## src/rtl/sipo_deserializer.sv

```systemverilog
// Serial-in/parallel-out deserializer with start/valid framing.
// Ports: clk, rst (sync, active-low), start, sin, sin_vld in; busy, done, out[DW-1:0] out.
module sipo_deserializer #(
    parameter int DW        = 16,
    parameter bit MSB_FIRST = 1'b1
) (
    input  logic          clk,
    input  logic          rst,
    input  logic          start,
    input  logic          sin,
    input  logic          sin_vld,
    output logic          busy,
    output logic          done,
    output logic [DW-1:0] out
);

    localparam int CW = $clog2(DW);
    localparam logic [CW-1:0] CNT_LAST = CW'(DW - 1);

    typedef enum logic [1:0] {
        IDLE  = 2'd0,
        SHIFT = 2'd1,
        DONE  = 2'd2
    } state_t;

    state_t        state;
    state_t        state_nxt;
    logic [CW-1:0] cnt;
    logic [CW-1:0] cnt_nxt;
    logic [DW-1:0] shreg;
    logic [DW-1:0] shreg_nxt;
    logic [DW-1:0] out_q;
    logic [DW-1:0] out_nxt;
    logic [DW-1:0] shifted;

    // Bit order decides which end the serial bit enters.
    if (MSB_FIRST) begin : g_msb
        assign shifted = {shreg[DW-2:0], sin};
    end else begin : g_lsb
        assign shifted = {sin, shreg[DW-1:1]};
    end

    always_ff @(posedge clk) begin
        if (!rst) begin
            state <= IDLE;
            cnt   <= '0;
            shreg <= '0;
            out_q <= '0;
        end else begin
            state <= state_nxt;
            cnt   <= cnt_nxt;
            shreg <= shreg_nxt;
            out_q <= out_nxt;
        end
    end

    always_comb begin
        state_nxt = state;
        cnt_nxt   = cnt;
        shreg_nxt = shreg;
        out_nxt   = out_q;
        unique case (state)
            IDLE: begin
                if (start) begin
                    state_nxt = SHIFT;
                    cnt_nxt   = '0;
                end
            end
            SHIFT: begin
                if (sin_vld) begin
                    shreg_nxt = shifted;
                    if (cnt == CNT_LAST) begin
                        // Completed word goes straight to out, same edge.
                        out_nxt   = shifted;
                        cnt_nxt   = '0;
                        state_nxt = DONE;
                    end else begin
                        cnt_nxt = cnt + 1'b1;
                    end
                end
            end
            DONE: begin
                state_nxt = IDLE;
            end
            default: begin
                state_nxt = IDLE;
            end
        endcase
    end

    assign busy = (state == SHIFT);
    assign done = (state == DONE);
    assign out  = out_q;

endmodule

```

## config.mk

```make
export PLATFORM = sky130hd
export DESIGN_NAME = sipo_deserializer
export DESIGN_NICKNAME = d
export VERILOG_FILES = /design/src/rtl/sipo_deserializer.sv
export SDC_FILE = /design/constraint.sdc
export NUM_CORES = 1
export LEC_CHECK = 0
export BUFFER_PORTS_ARGS = -buffer_cell sky130_fd_sc_hd__buf_2
export CAP_MARGIN = 40
export CORE_MARGIN = 2
export CORE_UTILIZATION = 40
export CTS_CLUSTER_DIAMETER = 100
export DETAILED_ROUTE_END_ITERATION = 7
export GPL_TIMING_DRIVEN = 1
export PLACE_DENSITY = 0.61
export RECOVER_POWER = 25
export SKIP_LAST_GASP = 1
export SYNTH_ARGS = -nofsm -noshare
export SYNTH_HDL_FRONTEND = slang
export SYNTH_SLANG_ARGS = --single-unit
```

## constraint.sdc

```tcl
create_clock -name clk -period 3.65 [get_ports clk]
set_input_delay 0.73 -clock clk [delete_from_list [all_inputs] [get_ports clk]]
set_output_delay 0.73 -clock clk [all_outputs]
set_load 0.02 [all_outputs]
```

==> impl_results.md, run 1 <==
- Fin. Hold Viols: 0
- Power per cell area: between 400 and 500 nW/um2
- Largest net degree at the start of global routing: 39
- Setup Fix Bufs, Post-CTS: 0
- Most frequent cells in the layout: dfxtp_1, a21boi_0, nand2_1
- CP arrival: between 2 and 2.5 ns
- Element type at the critical path end: flop
- Syn Area/Cell: a little under 9 um2
- Vias in the first global route: about 1.1k
- Clk pin slew, worst setup/hold paths: 0.07 ns
- Largest stage delay, worst path: 0.40 ns
- IO Port Bufs: 22
- Clk_lat worst skew: 0.28 ns
- Vias: between 1k and 1.5k
- Max Freq: roughly 530 MHz
- Final WL: ~2.9 mm
- Gr ovfl total: 0
- Count of flip-flops with a built-in enable after synthesis: 0
- Unrepaired setup endpoints after global routing: no
- Fin util: 46.9%
- Die Height: 65.7 um
- Initial Utilization: ~42%
- Sink Count: 37
- Tmin final: 1.90 ns
- Fin worst setup slack: between 1.5 and 2 ns
- # fillers: 376
- Multi-input gate area: around 690 um2
- Hold Path End: shreg[3]
- Cells after synthesis: ~170
- CP cell instances: buf_2, nand3b_1, buf_4, or3_1, a21boi_0
- Post-route ant nets: 0
- Share of the yosys chip area belonging to registers: 48.7%
- CTS Hold Buffers Added: 0
- Library cells used by synthesis: 25
- R2r setup slk: ~1.8 ns
- DR iter-0 viols: slightly above 70
- WL/cell: ~12 um
- First-pass GRT wire length: roughly 4.9 mm
- Worst-case vdd ir drop: 0.000190 V
- CP startpoint kind: input port
- Yosys reg bits: 37
- Post-synth design cell area: 1520 um2
- Final nets: around 200
- Detailed placement HPWL: ~1.9 mm
- Top FF cell, synth: dfxtp_1
- Num rows: 22
- Fin cells: 238
- Status: completed
- R2R depth: 4
- Mapped Nets: 180
- I/O pin count: 23
- Layout cell share with drive strength beyond 1: between 10% and 20%
- Slew @ Worst Pin: ~0.64 ns
- DRC: 0
- Rel. slew slack: a little under three fifths
- CP Max Fanout: 17
- Worst Path Required: about 3.9 ns
- Leak: between 0.0005 and 0.0006 uW
- Post-synthesis async set-or-reset flop share: 0%
- H-Tree Level Count: 2
- Final Max Tran Viols: 0
- Most common cell after layout, fill and taps aside: dfxtp_1
- Setup Skew: about 0.0050 ns
- Clk root buf: clkbuf_8
- Placement Setup Slack: 1.48 ns
- Slowest CP cell: nand3b_1
- R2r endpoint: cnt[0]
- Setup violators final: 0
- Final worst path period share: 52.1%
- Hold depth: 2
- Crit path kind: in -> reg
- Die W: around 66 um
- Maximum clock insertion buffer count: 2
- Area growth, synth to finish: 12.8%
- Final Power: about 750 uW
- Min-delay worst type: reg -> reg
- TritonCTS buffer count: 5
- Vias per Instance: 5.15
- CTS tree: yes
- Post-CTS sizing: 0
- Synth warn: 0
- Register area: 741 um2
- GRT Util Overall: between 10 and 15%
- Hold Startpoint: shreg[3]
- Post-Place Cells: 230
- Core Area: between 3000 and 4000 um2
- FF-to-FF Start: state[0]
- Max_cap viols: 0
- GP Congestion: between 0.7 and 0.8
- Pre-antenna DRT Iters: 4
- Antenna Cells: 0
- Setup TNS: 0 ns
- Die area: between 4000 and 5000 um2
- Initial antenna violation count: 0
==> layer usage <==
layer	vias up	global-route usage (%)	wire [um]
met2	21	23.5	1330
met3	7	5.48	125
met5	-	0	0
li1	626	-	-
met1	572	18.0	1370
met4	0	5.47	55
==> kinds of logic after synthesis <==
| group | count (synthesis) | synth area share (%) |
|---|---|---|
| fa+ha+maj | 1 | 0.822 |
| xor+xnor | 1 | 0.576 |
| compound gates | 56 | 24.4 |
| buf+inv | 16 | 5.84 |
| mux | 1 | 0.658 |
| simple gates | 62 | 19.0 |
| flops | 37 | 48.7 |
==> critical path, delay by kind of cell <==
kind	cells	cell delay, ns
AND/OR/NAND/NOR	2	0.75
AO/OA/AOI/OAI	1	0.16
buffers and inverters	2	0.47
==> report_power, final <==
part / total (uW) / switching (uW) / internal [uW]
sequential: 408 / 2.66 / 406
combinational: 32.9 / 20.3 / 12.6
clock: 309 / 139 / 171
==> worst max-delay path by stage <==
| stage | start | slack, ns | end | cells past startpoint |
|---|---|---|---|---|
| floorplan | state[0] | 2.17 | busy | 2 |
| global placement | sin_vld | 1.45 | out[11] | 4 |
| detailed placement | sin_vld | 1.48 | cnt[0] | 5 |
| CTS | sin_vld | 1.78 | cnt[0] | 5 |
| global route | state[0] | 1.60 | cnt[0] | 4 |
| finish | sin_vld | 1.75 | cnt[0] | 5 |
==> Yosys cell counts (2+ instances only) <==
cell type   n  share of area [%]
a21boi_0   32                 16
a21boi_1    2               0.99
and3_1      2               0.82
buf_2       4                1.3
buf_4       4                2.0
clkbuf_1    6                1.5
dfxtp_1    37                 49
nand2_1    33                8.1
nand3_1    19                6.2
nor2b_1     2               0.82
o21ai_0    19                6.2
==> flip-flops by register name, summed over array words and instances (netlist names) <==
name and flops:
cnt 4, state 2, out 16, shreg 15
==> final cells by class <==
class                           count  share of cell area (%)
Clock inverter                      1                   0.292
Tap cell                           48                    3.50
Multi-Input combinational cell    121                    40.3
Timing Repair Buffer               24                    7.14
Clock buffer                        7                    5.61
Sequential cell                    37                    43.1
==> per-stage QoR <==
step	hold WS (ns)	instance area (um2)
2_1_floorplan	0.444	1520
3_3_place_gp	0.456	1610
3_5_place_dp	0.470	1630
4_1_cts	0.482	1730
5_1_grt	0.511	1720
6_report	0.476	1720
Power figures use the tool's default switching activity.
==> inputs of run 2 (changes only) <==
==> constraint.sdc (replaced) <==
create_clock -name clk -period 1.8 [get_ports clk]
set_input_delay 0.36 -clock clk [delete_from_list [all_inputs] [get_ports clk]]
set_output_delay 0.36 -clock clk [all_outputs]
set_load 0.02 [all_outputs]
==> impl_results.md, run 2 (synthesized netlist as in run 1, its figures left out) <==
- Sw Pwr: 316 uW (+95%)
- Final WL: 2.90 mm (+0.76%)
- Setup Fix Bufs, Post-CTS: 0 (unchanged)
- Vias in the first global route: 1106 (-0.63%)
- Pre-antenna DRT Iters: 5 (+1)
- Clk_lat worst skew: 0.28 ns (about the same)
- Element type at the critical path end: flop
- IO Port Bufs: 22 (unchanged)
- Min-delay worst type: in -> reg
- Maximum clock insertion buffer count: 2 (unchanged)
- Initial Utilization: 41.6% (unchanged)
- Worst Path Required: 2.01 ns (-1.86 ns)
- WL/cell: 12.1 um (about the same)
- Gr ovfl total: 0 (unchanged)
- CTS tree: yes
- CP arrival: 1.80 ns (-0.32 ns)
- Leak: 0.000577 uW (-3.5%)
- Status: completed
- Max_cap viols: 0 (unchanged)
- Die W: 65.7 um (unchanged)
- Fin. Hold Viols: 0 (unchanged)
- Clk pin slew, worst setup/hold paths: 0.07 ns (about the same)
- Largest stage delay, worst path: 0.40 ns (about the same)
- Sink Count: 37 (unchanged)
- Power share of the combinational group: 4.5% (about the same)
- Core Area: 3660 um2 (unchanged)
- Fin cells: 240 (+0.84%)
- Final nets: 198 (+1.5%)
- Most frequent cells in the layout: dfxtp_1, nand2_1, a21boi_0
- Power per cell area: 858 nW/um2 (+96%)
- DRC: 0 (unchanged)
- Post-Place Cells: 233 (+1.3%)
- Setup violators final: 0 (unchanged)
- Initial antenna violation count: 0 (unchanged)
- Final worst path period share: 88.1%
- Unrepaired setup endpoints after global routing: no
- Tmin final: approximately 1.6 ns
- Internal Pwr Total: 1150 uW (+96%)
- CP startpoint kind: flop
- Layout cell share with drive strength beyond 1: 10.4% (-2.2 points)
- Clk network pwr share: 39.0% (-2.2 points)
- Slowest CP cell: and3_1
- Max Freq: roughly 630 MHz
- Seq pwr share: 56.4% (+2.0 points)
- Area growth, synth to finish: 12.4%
- Vias per Instance: 5.20 (+1.0%)
- Rel. slew slack: 57.8% (+0.77 points)
- Slew @ Worst Pin: 0.634 ns (-0.00969 ns)
- Num rows: 22 (unchanged)
- Crit path kind: reg -> reg
- Max reg flops: 16 (unchanged)
- CTS Hold Buffers Added: 0 (unchanged)
- I/O pin count: 23 (unchanged)
- Clk root buf: clkbuf_8
- Largest net degree at the start of global routing: 39 (unchanged)
- Setup Skew: 0.00639 ns (+0.00138 ns)
- Die Height: 65.7 um (unchanged)
- Setup TNS: 0 ns (unchanged)
- Crit path buf inv count: 0 (-2)
- Post-CTS sizing: 0 (unchanged)
- Post-route ant nets: 0 (unchanged)
- Die area: 4310 um2 (unchanged)
- Detailed placement HPWL: 1.89 mm (+1.9%)
- CP cell instances: ha_1, and3_1, or3_1, a21boi_0
- Antenna Cells: 0 (unchanged)
- Vias: 1249 (+1.9%)
- Switching share of power: 21.5% (-0.044 points)
- CP Max Fanout: 18 (+1)
- GRT Util Overall: 14.9% (+0.16 points)
- H-Tree Level Count: 2 (unchanged)
- GP Congestion: 0.739 (-1.8%)
- First-pass GRT wire length: 4.86 mm (-1.5%)
- Final Max Tran Viols: 0 (unchanged)
- Crit-path leading delay family: simple AND/OR/NAND/NOR gates
- Worst-case vdd ir drop: 0.000386 V (+100%)
- Most common cell after layout, fill and taps aside: dfxtp_1
- TritonCTS buffer count: 5 (unchanged)
- DR iter-0 viols: 102 (+42%)
[run 2: final timing paths]
check	slack [ns]	cells after the start	from	to
worst min-delay path	0.34	3	sin	shreg[0]
worst max-delay path	0.21	4	cnt[0]	cnt[0]
worst max register to register	0.21	4	cnt[0]	cnt[0]
worst min register to register	0.47	2	shreg[2]	shreg[3]
[run 2: power by group through the flow]
stage	logic, uW	clock network, uW	registers, uW
final	66.6	573	828
after detailed placement	67.4	0	847
after global routing	73.8	627	828
after CTS	67.6	591	828
after floorplan	58.0	0	843
after global placement	66.0	0	846
[run 2: cell type report]
class                           count  area (um2)
Sequential cell                    37         741
Clock buffer                        7        86.3
Tap cell                           48        60.1
Fill cell                         368        1950
Multi-Input combinational cell    121         692
Timing Repair Buffer               27         131
[run 2: through the flow]
stage	utilization (%)	hold WS (ns)	worst slack (ns)	power (uW)	area [um2]
after floorplan	-	0.444	0.449	901	1520
after global placement	44.8	0.456	0.267	912	1640
after detailed placement	44.8	0.461	0.223	914	1640
after CTS	47.2	0.332	0.202	1490	1730
after global routing	46.7	0.374	0.0423	1530	1710
final	46.7	0.340	0.214	1470	1710
[run 2: metal layers]
layer | wire length (um) | GRT usage [%] | vias to the layer above
met5 | 0 | 0 | -
met4 | 53 | 7.03 | 0
met3 | 127 | 5.14 | 5
met2 | 1340 | 24.6 | 22
met1 | 1380 | 17.1 | 586
li1 | - | - | 636
[run 2: tightest hold or removal path, stage by stage]
cell and delay, ns:
buf_2 0.10, nand2_1 0.04, a21boi_0 0.06
==> inputs of run 3 (changes only) <==
--- a/config.mk
+++ b/config.mk
@@ -11,9 +11,11 @@
 export CORE_UTILIZATION = 40
 export CTS_CLUSTER_DIAMETER = 100
 export DETAILED_ROUTE_END_ITERATION = 7
+export GPL_ROUTABILITY_DRIVEN = 1
 export GPL_TIMING_DRIVEN = 1
-export PLACE_DENSITY = 0.61
+export PLACE_DENSITY = 0.56
 export RECOVER_POWER = 25
+export REMOVE_ABC_BUFFERS = 1
 export SKIP_LAST_GASP = 1
 export SYNTH_ARGS = -nofsm -noshare
 export SYNTH_HDL_FRONTEND = slang
==> impl_results.md, run 3 (synthesized netlist as in run 1, its figures left out) <==
- Status: completed
- Clk root buf: clkbuf_8
- GP Congestion: 0.682 (-7.6%)
- Die Height: 65.7 um (unchanged)
- Min-delay worst type: in -> reg
- Unrepaired setup endpoints after global routing: no
- Max Freq: 669 MHz (+6.1%)
- CP Max Fanout: 18 (unchanged)
- H-Tree Level Count: 2 (unchanged)
- Final nets: 198 (unchanged)
- Num rows: 22 (unchanged)
- Vias: 1241 (-0.64%)
- DRC: 0 (unchanged)
- Final Max Tran Viols: 0 (unchanged)
- CP arrival: 1.70 ns (-0.10 ns)
- WHS: 0.348 ns (+0.00795 ns)
- Maximum clock insertion buffer count: 2 (unchanged)
- Final worst path period share: 83.0% (-5.1 points)
- Detailed placement HPWL: 1.92 mm (+1.8%)
- Placement Setup Slack: 0.179 ns (-0.0440 ns)
- Setup Skew: 0.00338 ns (-0.00301 ns)
- Post-route cell area: 1710 um2 (-0.29%)
- Final WL: 2.96 mm (+1.9%)
- Post-Place Cells: 233 (unchanged)
- IO Port Bufs: 22 (unchanged)
- Gr ovfl total: 0 (unchanged)
- Post-route ant nets: 0 (unchanged)
- FF-to-FF Start: cnt[0]
- Slew @ Worst Pin: 0.506 ns (-0.127 ns)
- Clk pin slew, worst setup/hold paths: 0.06 ns (about the same)
- DR iter-0 viols: 85 (-17%)
- Pre-antenna DRT Iters: 4 (-1)
- Hold Startpoint: sin
- Fin worst setup slack: 0.306 ns (+0.0916 ns)
- Die area: 4310 um2 (unchanged)
- Setup TNS: 0 ns (unchanged)
- CTS tree: yes
- Initial Utilization: 41.6% (unchanged)
- Most common cell after layout, fill and taps aside: dfxtp_1
- Placed instance area: 1640 um2 (unchanged)
- Sink Count: 37 (unchanged)
- Worst Path Required: 2.00 ns (about the same)
- Antenna Cells: 0 (unchanged)
- Power per cell area: 839 nW/um2 (-2.2%)
- Setup violators final: 0 (unchanged)
- TritonCTS buffer count: 5 (unchanged)
- Leak: 0.000572 uW (-0.93%)
- Max_cap viols: 0 (unchanged)
- Max reg flops: 16 (unchanged)
- Initial antenna violation count: 0 (unchanged)
- Vias per Instance: 5.15 (-1.1%)
- I/O pin count: 23 (unchanged)
- First-pass GRT wire length: 5.02 mm (+3.3%)
- CTS Hold Buffers Added: 0 (unchanged)
- Area growth, synth to finish: 12.1%
- Most frequent cells in the layout: dfxtp_1, nand2_1, a21boi_0
- Worst-case vdd ir drop: 0.000501 V (+30%)
- Critical Path Start: cnt[0]
- Crit path kind: reg -> reg
- Fin cells: 241 (+0.42%)
- WL/cell: 12.3 um (+1.5%)
- Core Area: 3660 um2 (unchanged)
- Largest net degree at the start of global routing: 39 (unchanged)
- GRT Util Overall: 15.1% (+0.20 points)
- Die W: 65.7 um (unchanged)
- Vias in the first global route: 1147 (+3.7%)
- Rel. slew slack: 66.3% (+8.5 points)
- Clk_lat worst skew: 0.28 ns (about the same)
- Fin. Hold Viols: 0 (unchanged)
- CP startpoint kind: flop
- Tmin final: 1.49 ns (-0.0916 ns)
- Layout cell share with drive strength beyond 1: 10.4% (-0.054 points)
- Element type at the critical path end: flop
-- run 3: path summary, 6_finish.rpt --
kind	to	slack, ns	depth (start not counted)
hold / removal	shreg[0]	0.35	3
setup reg to reg	cnt[0]	0.31	4
setup / recovery	cnt[0]	0.31	4
hold reg to reg	out[12]	0.48	2
-- run 3: critical path, cell delays in order (launching register included) --
cell and delay, ns:
dfxtp_1 0.33, ha_1 0.24, and3_2 0.35, or3_1 0.34, a21boi_0 0.16
-- run 3: metrics by stage --
step / power, uW / util (%)
global route: 1490 / 46.6
global placement: 912 / 44.8
finish: 1430 / 46.6
floorplan: 882 / -
detailed placement: 915 / 44.8
CTS: 1450 / 47.0
-- run 3: cell type report --
| cell class | instances | area [um2] |
|---|---|---|
| tap | 48 | 60.1 |
| fill | 382 | 1960 |
| sequential | 37 | 741 |
| timing repair buffer | 27 | 131 |
| clock buffer | 8 | 80.1 |
| multi-input combinational | 121 | 693 |
-- run 3: layer usage --
layer  GRT usage [%]  wire length [um]
met5               0                 0
met1            17.6              1340
met2            26.3              1480
met4            4.69                22
met3            4.62               118
-- run 3: timing repair --
action	CTS	global route
buffers inserted	0	0
gates resized for setup	0	1
endpoints found under the setup margin	0	2
-- run 3: power breakdown --
group / internal, uW / total (uW) / switching (uW)
Sequential: 823 / 828 / 5.37
Combinational: 25.5 / 67.3 / 41.8
Clock: 275 / 536 / 261
Total: 1120 / 1430 / 308
